$ cat src/rtl/tx_nco_seq_ctrl_pkg.sv
// Shared types, default sizes and saturating slew helper for the TX NCO sequencer.
// The slew path is only used in builds with TX_NCO_RAMP_EN defined.
package tx_nco_seq_ctrl_pkg;

  localparam int unsigned APR_DEF        = 32;
  localparam int unsigned LAT_DEF        = 8;
  localparam int unsigned RAMP_SHIFT_DEF = 12;

  // Slew arithmetic is carried out at a fixed width wide enough for any APR up to SAT_W.
  localparam int unsigned SAT_W  = 64;
  localparam int unsigned SAT_XW = SAT_W + 1;

  typedef enum logic [1:0] {
    IDLE = 2'd0,
    WARM = 2'd1,
    RUN  = 2'd2,
    SLEW = 2'd3
  } state_e;

  // One slew step from cur toward tgt; lands exactly on tgt once within one step.
  // The step always moves toward tgt, so the result never leaves the [cur, tgt] span.
  function automatic logic signed [SAT_W-1:0] sat_step(
    input logic signed [SAT_W-1:0] cur,
    input logic signed [SAT_W-1:0] tgt,
    input int unsigned             shift
  );
    logic signed [SAT_W:0] d;
    logic signed [SAT_W:0] mag;
    logic signed [SAT_W:0] step;
    step = SAT_XW'(1) << shift;
    d    = SAT_XW'(tgt) - SAT_XW'(cur);
    mag  = d[SAT_W] ? -d : d;
    if (mag <= step) begin
      return tgt;
    end
    if (d[SAT_W]) begin
      return cur - step[SAT_W-1:0];
    end
    return cur + step[SAT_W-1:0];
  endfunction

endpackage

$ cat src/rtl/tx_nco_seq_ctrl_if.sv
// Control/NCO-side signal bundle of the TX NCO sequencer.
// master = control side and NCO feedback (drives inputs), slave = sequencer.
interface tx_nco_seq_ctrl_if #(
  parameter int unsigned APR = tx_nco_seq_ctrl_pkg::APR_DEF
);
  logic           en_i;
  logic           freq_valid_i;
  logic           freq_ready_o;
  logic [APR-1:0] freq_i;
  logic           nco_valid_i;
  logic           nco_clken_o;
  logic           nco_srst_o;
  logic [APR-1:0] phi_inc_o;
  logic           iq_valid_o;
  logic           busy_o;

  modport master (
    output en_i, freq_valid_i, freq_i, nco_valid_i,
    input  freq_ready_o, nco_clken_o, nco_srst_o, phi_inc_o, iq_valid_o, busy_o
  );

  modport slave (
    input  en_i, freq_valid_i, freq_i, nco_valid_i,
    output freq_ready_o, nco_clken_o, nco_srst_o, phi_inc_o, iq_valid_o, busy_o
  );
endinterface

$ cat src/rtl/tx_nco_seq_ctrl_slew.sv
// Combinational next phase increment for the frequency slew (ramp build only).
module tx_nco_seq_ctrl_slew
  import tx_nco_seq_ctrl_pkg::*;
#(
  parameter int unsigned APR        = APR_DEF,
  parameter int unsigned RAMP_SHIFT = RAMP_SHIFT_DEF
) (
  input  logic [APR-1:0] cur,
  input  logic [APR-1:0] tgt,
  output logic [APR-1:0] phi_nxt_c
);
  logic signed [SAT_W-1:0] cur_x;
  logic signed [SAT_W-1:0] tgt_x;

  // Sign-extend to the helper width; the result always fits back into APR bits.
  always_comb begin
    cur_x     = SAT_W'($signed(cur));
    tgt_x     = SAT_W'($signed(tgt));
    phi_nxt_c = APR'(sat_step(cur_x, tgt_x, RAMP_SHIFT));
  end
endmodule

$ cat src/rtl/tx_nco_seq_ctrl.sv
// TX NCO sequencer: clken/sync-clear/phase-increment ownership and IQ-valid gating.
// Define TX_NCO_RAMP_EN to slew retunes in RUN instead of stepping them.
module tx_nco_seq_ctrl
  import tx_nco_seq_ctrl_pkg::*;
#(
  parameter int unsigned APR        = APR_DEF,
  parameter int unsigned LAT        = LAT_DEF,
  parameter int unsigned RAMP_SHIFT = RAMP_SHIFT_DEF
) (
  input  logic               clk,
  input  logic               reset_n,
  tx_nco_seq_ctrl_if.slave   bus
);
  localparam int unsigned   CW    = $clog2(LAT + 1);
  localparam logic [CW-1:0] LAT_C = CW'(LAT);

  state_e         state_q, state_d;
  logic [CW-1:0]  cnt_q, cnt_d;
  logic [APR-1:0] tgt_q, tgt_d;
  logic [APR-1:0] phi_q, phi_d;
  logic           ready_q, ready_d;
  logic           clken_q, clken_d;
  logic           srst_q, srst_d;
  logic           iqv_q, iqv_d;
  logic           busy_q, busy_d;
  logic           accept;

`ifdef TX_NCO_RAMP_EN
  logic [APR-1:0] step_c;

  tx_nco_seq_ctrl_slew #(
    .APR        (APR),
    .RAMP_SHIFT (RAMP_SHIFT)
  ) u_slew (
    .cur       (phi_q),
    .tgt       (tgt_d),
    .phi_nxt_c (step_c)
  );
`else
  localparam int unsigned unused_ramp_shift = RAMP_SHIFT;
`endif

  assign accept = bus.freq_valid_i & ready_q;
  assign tgt_d  = accept ? bus.freq_i : tgt_q;

  // Next state and next registered outputs.
  always_comb begin
    state_d = state_q;
    cnt_d   = cnt_q;
    phi_d   = phi_q;
    clken_d = clken_q;
    iqv_d   = iqv_q;
    srst_d  = 1'b0;
    if (!bus.en_i) begin
      // Disable wins everywhere; the increment snaps to the (possibly new) target.
      state_d = IDLE;
      clken_d = 1'b0;
      iqv_d   = 1'b0;
      phi_d   = tgt_d;
    end else begin
      case (state_q)
        IDLE: begin
          state_d = WARM;
          srst_d  = 1'b1;
          clken_d = 1'b1;
          iqv_d   = 1'b0;
          cnt_d   = '0;
          if (accept) phi_d = bus.freq_i;
        end
        WARM: begin
          clken_d = 1'b1;
          if (accept) phi_d = bus.freq_i;
          if (cnt_q != LAT_C) cnt_d = cnt_q + CW'(1);
          if ((cnt_q == LAT_C) && bus.nco_valid_i) begin
            state_d = RUN;
            iqv_d   = 1'b1;
          end
        end
        RUN: begin
          clken_d = 1'b1;
          iqv_d   = 1'b1;
          if (accept) begin
`ifdef TX_NCO_RAMP_EN
            if (bus.freq_i != phi_q) begin
              phi_d   = step_c;
              state_d = SLEW;
            end
`else
            phi_d = bus.freq_i;
`endif
          end
        end
`ifdef TX_NCO_RAMP_EN
        SLEW: begin
          clken_d = 1'b1;
          iqv_d   = 1'b1;
          if (phi_q == tgt_q) state_d = RUN;
          else                phi_d   = step_c;
        end
`endif
        default: begin
          state_d = IDLE;
          clken_d = 1'b0;
          iqv_d   = 1'b0;
          phi_d   = tgt_d;
        end
      endcase
    end
    ready_d = (state_d != SLEW);
    busy_d  = (state_d == WARM) || (state_d == SLEW);
  end

  always_ff @(posedge clk or negedge reset_n) begin
    if (!reset_n) begin
      state_q <= IDLE;
      cnt_q   <= '0;
      tgt_q   <= '0;
      phi_q   <= '0;
      ready_q <= 1'b1;
      clken_q <= 1'b0;
      srst_q  <= 1'b0;
      iqv_q   <= 1'b0;
      busy_q  <= 1'b0;
    end else begin
      state_q <= state_d;
      cnt_q   <= cnt_d;
      tgt_q   <= tgt_d;
      phi_q   <= phi_d;
      ready_q <= ready_d;
      clken_q <= clken_d;
      srst_q  <= srst_d;
      iqv_q   <= iqv_d;
      busy_q  <= busy_d;
    end
  end

  assign bus.freq_ready_o = ready_q;
  assign bus.nco_clken_o  = clken_q;
  assign bus.nco_srst_o   = srst_q;
  assign bus.phi_inc_o    = phi_q;
  assign bus.iq_valid_o   = iqv_q;
  assign bus.busy_o       = busy_q;

endmodule

$ cat src/flat_wrapper.sv
// flat-port wrapper written by rule: the top's interface ports become plain ports
module tx_nco_seq_ctrl_flat import tx_nco_seq_ctrl_pkg::*;
#(
  parameter int unsigned APR        = APR_DEF,
  parameter int unsigned LAT        = LAT_DEF,
  parameter int unsigned RAMP_SHIFT = RAMP_SHIFT_DEF
)
  (clk, reset_n, bus_en_i, bus_freq_valid_i, bus_freq_i, bus_nco_valid_i, bus_freq_ready_o, bus_nco_clken_o, bus_nco_srst_o, bus_phi_inc_o, bus_iq_valid_o, bus_busy_o);
  tx_nco_seq_ctrl_if #(.APR(APR)) bus_i ();
  input  logic clk;
  input  logic reset_n;
  input wire logic [$bits(bus_i.en_i)-1:0] bus_en_i;
  input wire logic [$bits(bus_i.freq_valid_i)-1:0] bus_freq_valid_i;
  input wire logic [$bits(bus_i.freq_i)-1:0] bus_freq_i;
  input wire logic [$bits(bus_i.nco_valid_i)-1:0] bus_nco_valid_i;
  output wire logic [$bits(bus_i.freq_ready_o)-1:0] bus_freq_ready_o;
  output wire logic [$bits(bus_i.nco_clken_o)-1:0] bus_nco_clken_o;
  output wire logic [$bits(bus_i.nco_srst_o)-1:0] bus_nco_srst_o;
  output wire logic [$bits(bus_i.phi_inc_o)-1:0] bus_phi_inc_o;
  output wire logic [$bits(bus_i.iq_valid_o)-1:0] bus_iq_valid_o;
  output wire logic [$bits(bus_i.busy_o)-1:0] bus_busy_o;
  assign bus_i.en_i = bus_en_i;
  assign bus_i.freq_valid_i = bus_freq_valid_i;
  assign bus_i.freq_i = bus_freq_i;
  assign bus_i.nco_valid_i = bus_nco_valid_i;
  assign bus_freq_ready_o = bus_i.freq_ready_o;
  assign bus_nco_clken_o = bus_i.nco_clken_o;
  assign bus_nco_srst_o = bus_i.nco_srst_o;
  assign bus_phi_inc_o = bus_i.phi_inc_o;
  assign bus_iq_valid_o = bus_i.iq_valid_o;
  assign bus_busy_o = bus_i.busy_o;
  tx_nco_seq_ctrl #(.APR(APR), .LAT(LAT), .RAMP_SHIFT(RAMP_SHIFT)) u_core (.clk(clk), .reset_n(reset_n), .bus(bus_i));
endmodule
$ cat config.mk
export PLATFORM = sky130hd
export DESIGN_NAME = tx_nco_seq_ctrl_flat
export DESIGN_NICKNAME = d
export VERILOG_FILES = /design/src/rtl/tx_nco_seq_ctrl_pkg.sv /design/src/rtl/tx_nco_seq_ctrl_if.sv /design/src/rtl/tx_nco_seq_ctrl_slew.sv /design/src/rtl/tx_nco_seq_ctrl.sv /design/src/flat_wrapper.sv
export SDC_FILE = /design/constraint.sdc
export NUM_CORES = 1
export LEC_CHECK = 0
export BUFFER_PORTS_ARGS = -buffer_cell sky130_fd_sc_hd__buf_2
export CAP_MARGIN = 40
export CELL_PAD_IN_SITES_DETAIL_PLACEMENT = 1
export CELL_PAD_IN_SITES_GLOBAL_PLACEMENT = 2
export CORE_MARGIN = 8
export CORE_UTILIZATION = 33
export DETAILED_ROUTE_END_ITERATION = 8
export PLACE_DENSITY_LB_ADDON = 0.12
export SLEW_MARGIN = 15
export SYNTH_ARGS = -nofsm -noshare
export SYNTH_HDL_FRONTEND = slang
export SYNTH_SLANG_ARGS = --single-unit
$ cat constraint.sdc
create_clock -name clk -period 2 [get_ports clk]
set_input_delay 0.4 -clock clk [delete_from_list [all_inputs] [get_ports clk]]
set_output_delay 0.4 -clock clk [all_outputs]
set_load 0.1 [all_outputs]
==> results of run 1 <==
==> final timing paths <==
path | from | slack, ns | to
max | u_core.state_q[1]$_DFF_PN0_ | 0.27 | u_core.cnt_q[2]$_DFFE_PN0P_
min | bus_freq_i[0] | 0.26 | u_core.tgt_q[0]$_DFF_PN0_
max reg2reg | u_core.state_q[1]$_DFF_PN0_ | 0.27 | u_core.cnt_q[2]$_DFFE_PN0P_
min reg2reg | u_core.tgt_q[20]$_DFF_PN0_ | 0.48 | u_core.tgt_q[20]$_DFF_PN0_
max in group asynchronous | reset_n | 0.88 | u_core.bus.freq_ready_o$_DFF_PN1_
min in group asynchronous | reset_n | 0.48 | u_core.tgt_q[22]$_DFF_PN0_
==> worst reg2reg max path: cells and delay by family, from the launching register on <==
| family | cells | cell delay, ns |
|---|---|---|
| fa+ha+maj | 1 | 0.33 |
| compound gates | 2 | 0.37 |
| simple gates | 1 | 0.44 |
| flops | 1 | 0.42 |
| buf+inv | 1 | 0.12 |
==> cell type report <==
| class | count | area (sq um) |
|---|---|---|
| Clock buffer | 10 | 128 |
| Multi-Input combinational cell | 198 | 1120 |
| Inverter | 6 | 22.5 |
| Sequential cell | 74 | 1850 |
| Timing Repair Buffer | 80 | 448 |
| Fill cell | 1056 | 5350 |
| Tap cell | 111 | 139 |
| Clock inverter | 6 | 90.1 |
==> registers in the layout, indices dropped and copies added, names as in the netlist <==
register	flops
u_core.bus.phi_inc_o	32
u_core.tgt_q	32
u_core.cnt_q	4
u_core.state_q	2
u_core.bus.freq_ready_o	1
u_core.bus.iq_valid_o	1
u_core.bus.nco_clken_o	1
u_core.bus.nco_srst_o	1
==> kinds of logic after synthesis <==
family,Yosys count,share of synthesized area [%]
buffers and inverters,21,3.45
and+or+nand+nor,116,15.7
AOI/OAI and AO/OA,41,6.90
muxes,35,11.4
DFF,74,60.2
adders and majority gates,6,2.44
==> timing repair <==
| action | in CTS | in global routing |
|---|---|---|
| setup endpoints to repair | 0 | 0 |
| hold buffers | 1 | 0 |
| endpoints found under the hold margin | 17 | 0 |
==> per-layer routing <==
layer / routed length (um) / part of all wire (%) / track usage, %
met1: 3400 / 46 / 14.9
met2: 3400 / 46 / 19.4
met3: 416 / 5.7 / 3.81
met4: 146 / 2.0 / 5.76
met5: 0 / 0 / 0
==> through the flow <==
stage	hold slack, ns	area (sq um)	std cells
after floorplan	0.104	3080	293
after global placement	0.303	3580	468
after detailed placement	0.309	3580	468
after CTS	0.245	3800	485
after global routing	0.273	3800	485
final	0.257	3800	485
==> synth_stat cells <==
library cell / n
nand2_1: 100
dfrtp_1: 73
o21ai_0: 36
mux2i_1: 35
ha_1: 6
inv_1: 6
buf_1: 5
clkbuf_1: 4
buf_4: 3
nor2_1: 3
and2_1: 2
buf_6: 2
nand3_1: 2
or4_1: 2
a211oi_1: 1
a21boi_0: 1
a21boi_1: 1
a21oi_1: 1
and2b_1: 1
and4b_1: 1
and4b_4: 1
buf_2: 1
dfstp_2: 1
nand2b_1: 1
nand3b_1: 1
nand4b_1: 1
nor3_1: 1
o21ai_1: 1
==> power groups by stage <==
stage	registers (mW)	clock network, mW	logic (mW)
2_1_floorplan	2.28	0	0.249
3_3_place_gp	1.75	0	1.01
3_5_place_dp	1.76	0	1.01
4_1_cts	1.73	1.33	1.02
5_1_grt	1.75	1.39	1.08
6_report	1.72	1.28	1.00
==> results.sh, run 1 <==
export IMPL_outcome="finished, final reports clean"
export IMPL_yosysTopAreaCell="dfrtp_1"
export IMPL_hpwl_mm=5.05
export IMPL_reg2reg_depth=5
export IMPL_avgSynthCellArea_sq_um=10.5
export IMPL_layout_nets=412
export IMPL_critPathTopFamily="simple AND/OR/NAND/NOR gates"
export IMPL_final_max_slew_viol_count=0
export IMPL_synth_area_sq_um=3080
export IMPL_cts_made_buffers=9
export IMPL_start_kind="register"
export IMPL_initial_core_util_pct=33.7
export IMPL_vias_per_cell=4.79
export IMPL_ys_seq_area_share_pct=60.2
export IMPL_cp_arrival_ns=2.00
export IMPL_fp_coreArea_sq_um=9150
export IMPL_synth_cells=293
export IMPL_synth_area_leaders="dfrtp_1 59%, nand2_1 12%, mux2i_1 11%, o21ai_0 5.8%, ha_1 2.4%"
export IMPL_p_int_mw=2.55
export IMPL_min_path_cells=3
export IMPL_syn_to_final_growth_pct=23.5
export IMPL_setup_ws_ns=0.269
export IMPL_antenna_cells=0
export IMPL_htreeDepth=3
export IMPL_final_cell_mix="100 x nand2_1, 72 x buf_2, 72 x dfrtp_1, 36 x o21ai_0, 35 x mux2i_1"
export IMPL_seq_power_share_pct=43.0
export IMPL_clockBufferDepth=2
export IMPL_clk_pin_slew_ns=0.08
export IMPL_crit_fanout=9
export IMPL_p_leak_nw=1.99
export IMPL_hold_viol_final=0
export IMPL_clock_latency_ns=0.34
export IMPL_synth_top_area_share_pct=59.3
export IMPL_p_per_area_nw_per_um2=1050
export IMPL_crit_path_end_kind="register"
export IMPL_first_global_vias=2566
export IMPL_comb_power_share_pct=25.0
export IMPL_max_stage_delay_ns=0.44
export IMPL_final_core_util_pct=41.6
export IMPL_path_buf_inv=1
export IMPL_ctsRootBufferMaster="clkbuf_8"
export IMPL_fp_dieW_um=113
export IMPL_synth_fp_nets=336
export IMPL_drcViolationCount=0
export IMPL_grt_overflow=0
export IMPL_crit_cells=5
export IMPL_ys_seq_elements=74
export IMPL_postRouteAntennaNets=0
export IMPL_die_y_um=113
export IMPL_power_total_mw=4.01
export IMPL_numClockSinks=74
export IMPL_routabilityCongestion=0.708
export IMPL_rows=35
export IMPL_synth_cell_types=28
export IMPL_num_vias=2325
export IMPL_wl_mm=7.36
export IMPL_pre_cts_slack_ns=0.263
export IMPL_switching_share_pct=36.3
export IMPL_cp_cell_sequence="inv_1 > ha_1 > o21ai_0 > or4_1 > a21boi_1"
export IMPL_cts_resized=0
export IMPL_setup_violations_final=0
export IMPL_die_area_sq_um=12700
export IMPL_required_ns=2.27
export IMPL_crit_type="reg2reg"
export IMPL_fin_skew_ns=0.0120
export IMPL_post_route_period_util_pct=86.5
export IMPL_tns_ns=0
export IMPL_power_switching_mw=1.45
export IMPL_portBuffers=73
export IMPL_ir_drop_mv=0.335
export IMPL_grt_usage_pct=12.3
export IMPL_period_needed_ns=1.73
export IMPL_rsz0062_at_grt="no"
export IMPL_num_io_pins=74
export IMPL_antenna_found_initial=0
export IMPL_grt_pass1_wl_mm=12.5
export IMPL_post_cts_buffers=0
export IMPL_cts_tree="done"
export IMPL_maxCapViolCount=0
export IMPL_worstHoldPathType="in2reg"
export IMPL_crit_slowest_cell="or4_1"
export IMPL_yosysWarnings=0
export IMPL_p_clk_share_pct=32.0
export IMPL_final_common_cell="nand2_1"
export IMPL_grt_max_degree=36
export IMPL_first_pass_iters=4
export IMPL_final_layout_size_suffix_gt1_share_pct=26.5
export IMPL_fmax_mhz=578
export IMPL_drt_wirelength_per_cell_um=15.2
export IMPL_drt_iter0_drc=37
export IMPL_relSlewSlack_pct=66.3
export IMPL_worst_slew_pin_slew_ns=0.509
(Power assumes the default switching activity.)
==> run 2: changes to the inputs <==
--- a/config.mk
+++ b/config.mk
@@ -7,10 +7,11 @@
 export LEC_CHECK = 0
 export BUFFER_PORTS_ARGS = -buffer_cell sky130_fd_sc_hd__buf_2
 export CAP_MARGIN = 40
-export CELL_PAD_IN_SITES_DETAIL_PLACEMENT = 1
-export CELL_PAD_IN_SITES_GLOBAL_PLACEMENT = 2
+export CELL_PAD_IN_SITES_DETAIL_PLACEMENT = 0
+export CELL_PAD_IN_SITES_GLOBAL_PLACEMENT = 1
+export CORE_ASPECT_RATIO = 0.7
 export CORE_MARGIN = 8
-export CORE_UTILIZATION = 33
+export CORE_UTILIZATION = 41
 export DETAILED_ROUTE_END_ITERATION = 8
 export PLACE_DENSITY_LB_ADDON = 0.12
 export SLEW_MARGIN = 15
==> run 2 against run 1 <==
  * Die area fell by 17%
  * Sequential power hardly changed
  * Non-clock buffer count decreased by 1
  * Critical path depth did not move
  * Clock power is 10% lower
  * Fmax increased by 0.84%
  * Clock skew shrank 0.0028 ns
==> results.sh, run 2 (synthesis results as in run 1) <==
export IMPL_outcome="finished, final reports clean"
export IMPL_postRouteAntennaNets=0
export IMPL_htreeDepth=3
export IMPL_drt_wirelength_per_cell_um=14.1
export IMPL_numClockSinks=74
export IMPL_crit_path_end_kind="register"
export IMPL_cts_resized=0
export IMPL_vias_per_cell=4.67
export IMPL_cp_cell_sequence="inv_1 > ha_1 > o21ai_0 > or4_1 > a21boi_1"
export IMPL_comb_power_share_pct=25.7
export IMPL_final_layout_size_suffix_gt1_share_pct=26.3
export IMPL_crit_type="reg2reg"
export IMPL_syn_to_final_growth_pct=22.4
export IMPL_ir_drop_mv=0.492
export IMPL_antenna_cells=0
export IMPL_first_global_vias=2285
export IMPL_final_common_cell="nand2_1"
export IMPL_cp_arrival_ns=1.98
export IMPL_tns_ns=0
export IMPL_fmax_mhz=583
export IMPL_portBuffers=73
export IMPL_num_io_pins=74
export IMPL_routabilityCongestion=0.737
export IMPL_final_cell_mix="100 x nand2_1, 72 x buf_2, 72 x dfrtp_1, 36 x o21ai_0, 35 x mux2i_1"
export IMPL_antenna_found_initial=0
export IMPL_fp_coreArea_sq_um=7290
export IMPL_seq_power_share_pct=44.6
export IMPL_p_per_area_nw_per_um2=1020
export IMPL_num_vias=2199
export IMPL_hold_slack_ns=0.256
export IMPL_grt_max_degree=65
export IMPL_nFillCells=704
export IMPL_die_y_um=88.5
export IMPL_initial_core_util_pct=42.3
export IMPL_hold_viol_final=0
export IMPL_setup_violations_final=0
export IMPL_post_route_period_util_pct=85.8
export IMPL_worstHoldPathType="in2reg"
export IMPL_worst_slew_pin_slew_ns=0.499
export IMPL_crit_slowest_cell="or4_1"
export IMPL_final_seq_area_sq_um=1850
export IMPL_fp_dieW_um=120
export IMPL_hpwl_mm=4.41
export IMPL_cts_tree="done"
export IMPL_first_pass_iters=4
export IMPL_p_leak_nw=1.98
export IMPL_ctsRootBufferMaster="clkbuf_8"
export IMPL_p_clk_share_pct=29.7
export IMPL_rsz0062_at_grt="no"
export IMPL_required_ns=2.27
export IMPL_maxCapViolCount=0
export IMPL_cts_made_buffers=9
export IMPL_clockBufferDepth=2
export IMPL_grt_pass1_wl_mm=11.2
export IMPL_clk_pin_slew_ns=0.08
export IMPL_die_area_sq_um=10600
export IMPL_relSlewSlack_pct=66.9
export IMPL_layout_nets=411
export IMPL_final_max_slew_viol_count=0
export IMPL_critPathTopFamily="simple AND/OR/NAND/NOR gates"
export IMPL_drcViolationCount=0
export IMPL_path_buf_inv=1
export IMPL_rows=26
export IMPL_p_int_mw=2.42
export IMPL_multi_input_area_sq_um=1120
export IMPL_drt_iter0_drc=110
export IMPL_start_kind="register"
export IMPL_grt_overflow=0
export IMPL_fin_skew_ns=0.00917
export IMPL_period_needed_ns=1.72
export IMPL_switching_share_pct=37.3
export IMPL_wl_mm=6.62
export IMPL_clock_latency_ns=0.34
export IMPL_power_switching_mw=1.44
export IMPL_grt_usage_pct=13.2
export IMPL_crit_fanout=9
export IMPL_max_stage_delay_ns=0.44
run 2: area by class of cell:
type / count / share of cell area (%)
Multi-Input combinational cell: 198 / 29.8
Timing Repair Buffer: 79 / 12.0
Sequential cell: 74 / 49.2
Clock buffer: 10 / 3.38
Inverter: 6 / 0.597
Clock inverter: 6 / 1.79
Tap cell: 98 / 3.25
run 2: worst min-delay path: cells and delay by family:
kind | cells | cell delay, ns
buf+inv | 1 | 0.07
simple gates | 2 | 0.10
run 2: path summary, 6_finish.rpt:
path                                                           to  slack, ns                         from  cells after the start
worst min-delay path                   u_core.tgt_q[20]$_DFF_PN0_       0.26               bus_freq_i[20]                      3
min in group asynchronous             u_core.cnt_q[0]$_DFFE_PN0P_       0.51                      reset_n                      2
max in group asynchronous       u_core.bus.freq_ready_o$_DFF_PN1_       0.86                      reset_n                      3
worst min register to register          u_core.tgt_q[5]$_DFF_PN0_       0.48    u_core.tgt_q[5]$_DFF_PN0_                      2
worst max register to register        u_core.cnt_q[2]$_DFFE_PN0P_       0.28  u_core.state_q[1]$_DFF_PN0_                      5
worst max-delay path                  u_core.cnt_q[2]$_DFFE_PN0P_       0.28  u_core.state_q[1]$_DFF_PN0_                      5
run 2: through the flow:
| stage | cells | util, % | worst slack (ns) | cell area (sq um) | power, mW |
|---|---|---|---|---|---|
| final | 471 | 51.8 | 0.284 | 3770 | 3.86 |
| after global routing | 471 | 51.8 | 0.143 | 3770 | 4.07 |
| after CTS | 471 | 51.8 | 0.264 | 3770 | 3.92 |
| after detailed placement | 454 | 48.9 | 0.283 | 3570 | 2.76 |
| after global placement | 454 | 48.9 | 0.363 | 3570 | 2.75 |
| after floorplan | 293 | - | 0.124 | 3080 | 2.53 |
run 2: metal layers:
layer / vias to the layer above / part of all wire (%) / GRT usage, %
met2: 55 / 43 / 20.2
li1: 1117 / - / -
met5: - / 0 / 0
met3: 7 / 6.8 / 5.35
met4: 0 / 0.88 / 4.29
met1: 1020 / 49 / 16.9
run 2: what timing repair did:
action	in CTS	in global routing
buffers inserted	0	0
endpoints found under the setup margin	0	0
hold buffers	1	0
hold endpoints to repair	28	0
run 2: power by group through the flow:
| stage | clock network (mW) | logic (mW) | registers (mW) |
|---|---|---|---|
| 2_1_floorplan | 0 | 0.249 | 2.28 |
| 3_3_place_gp | 0 | 0.997 | 1.75 |
| 3_5_place_dp | 0 | 1.00 | 1.75 |
| 4_1_cts | 1.18 | 1.01 | 1.72 |
| 5_1_grt | 1.26 | 1.07 | 1.74 |
| 6_report | 1.15 | 0.994 | 1.72 |
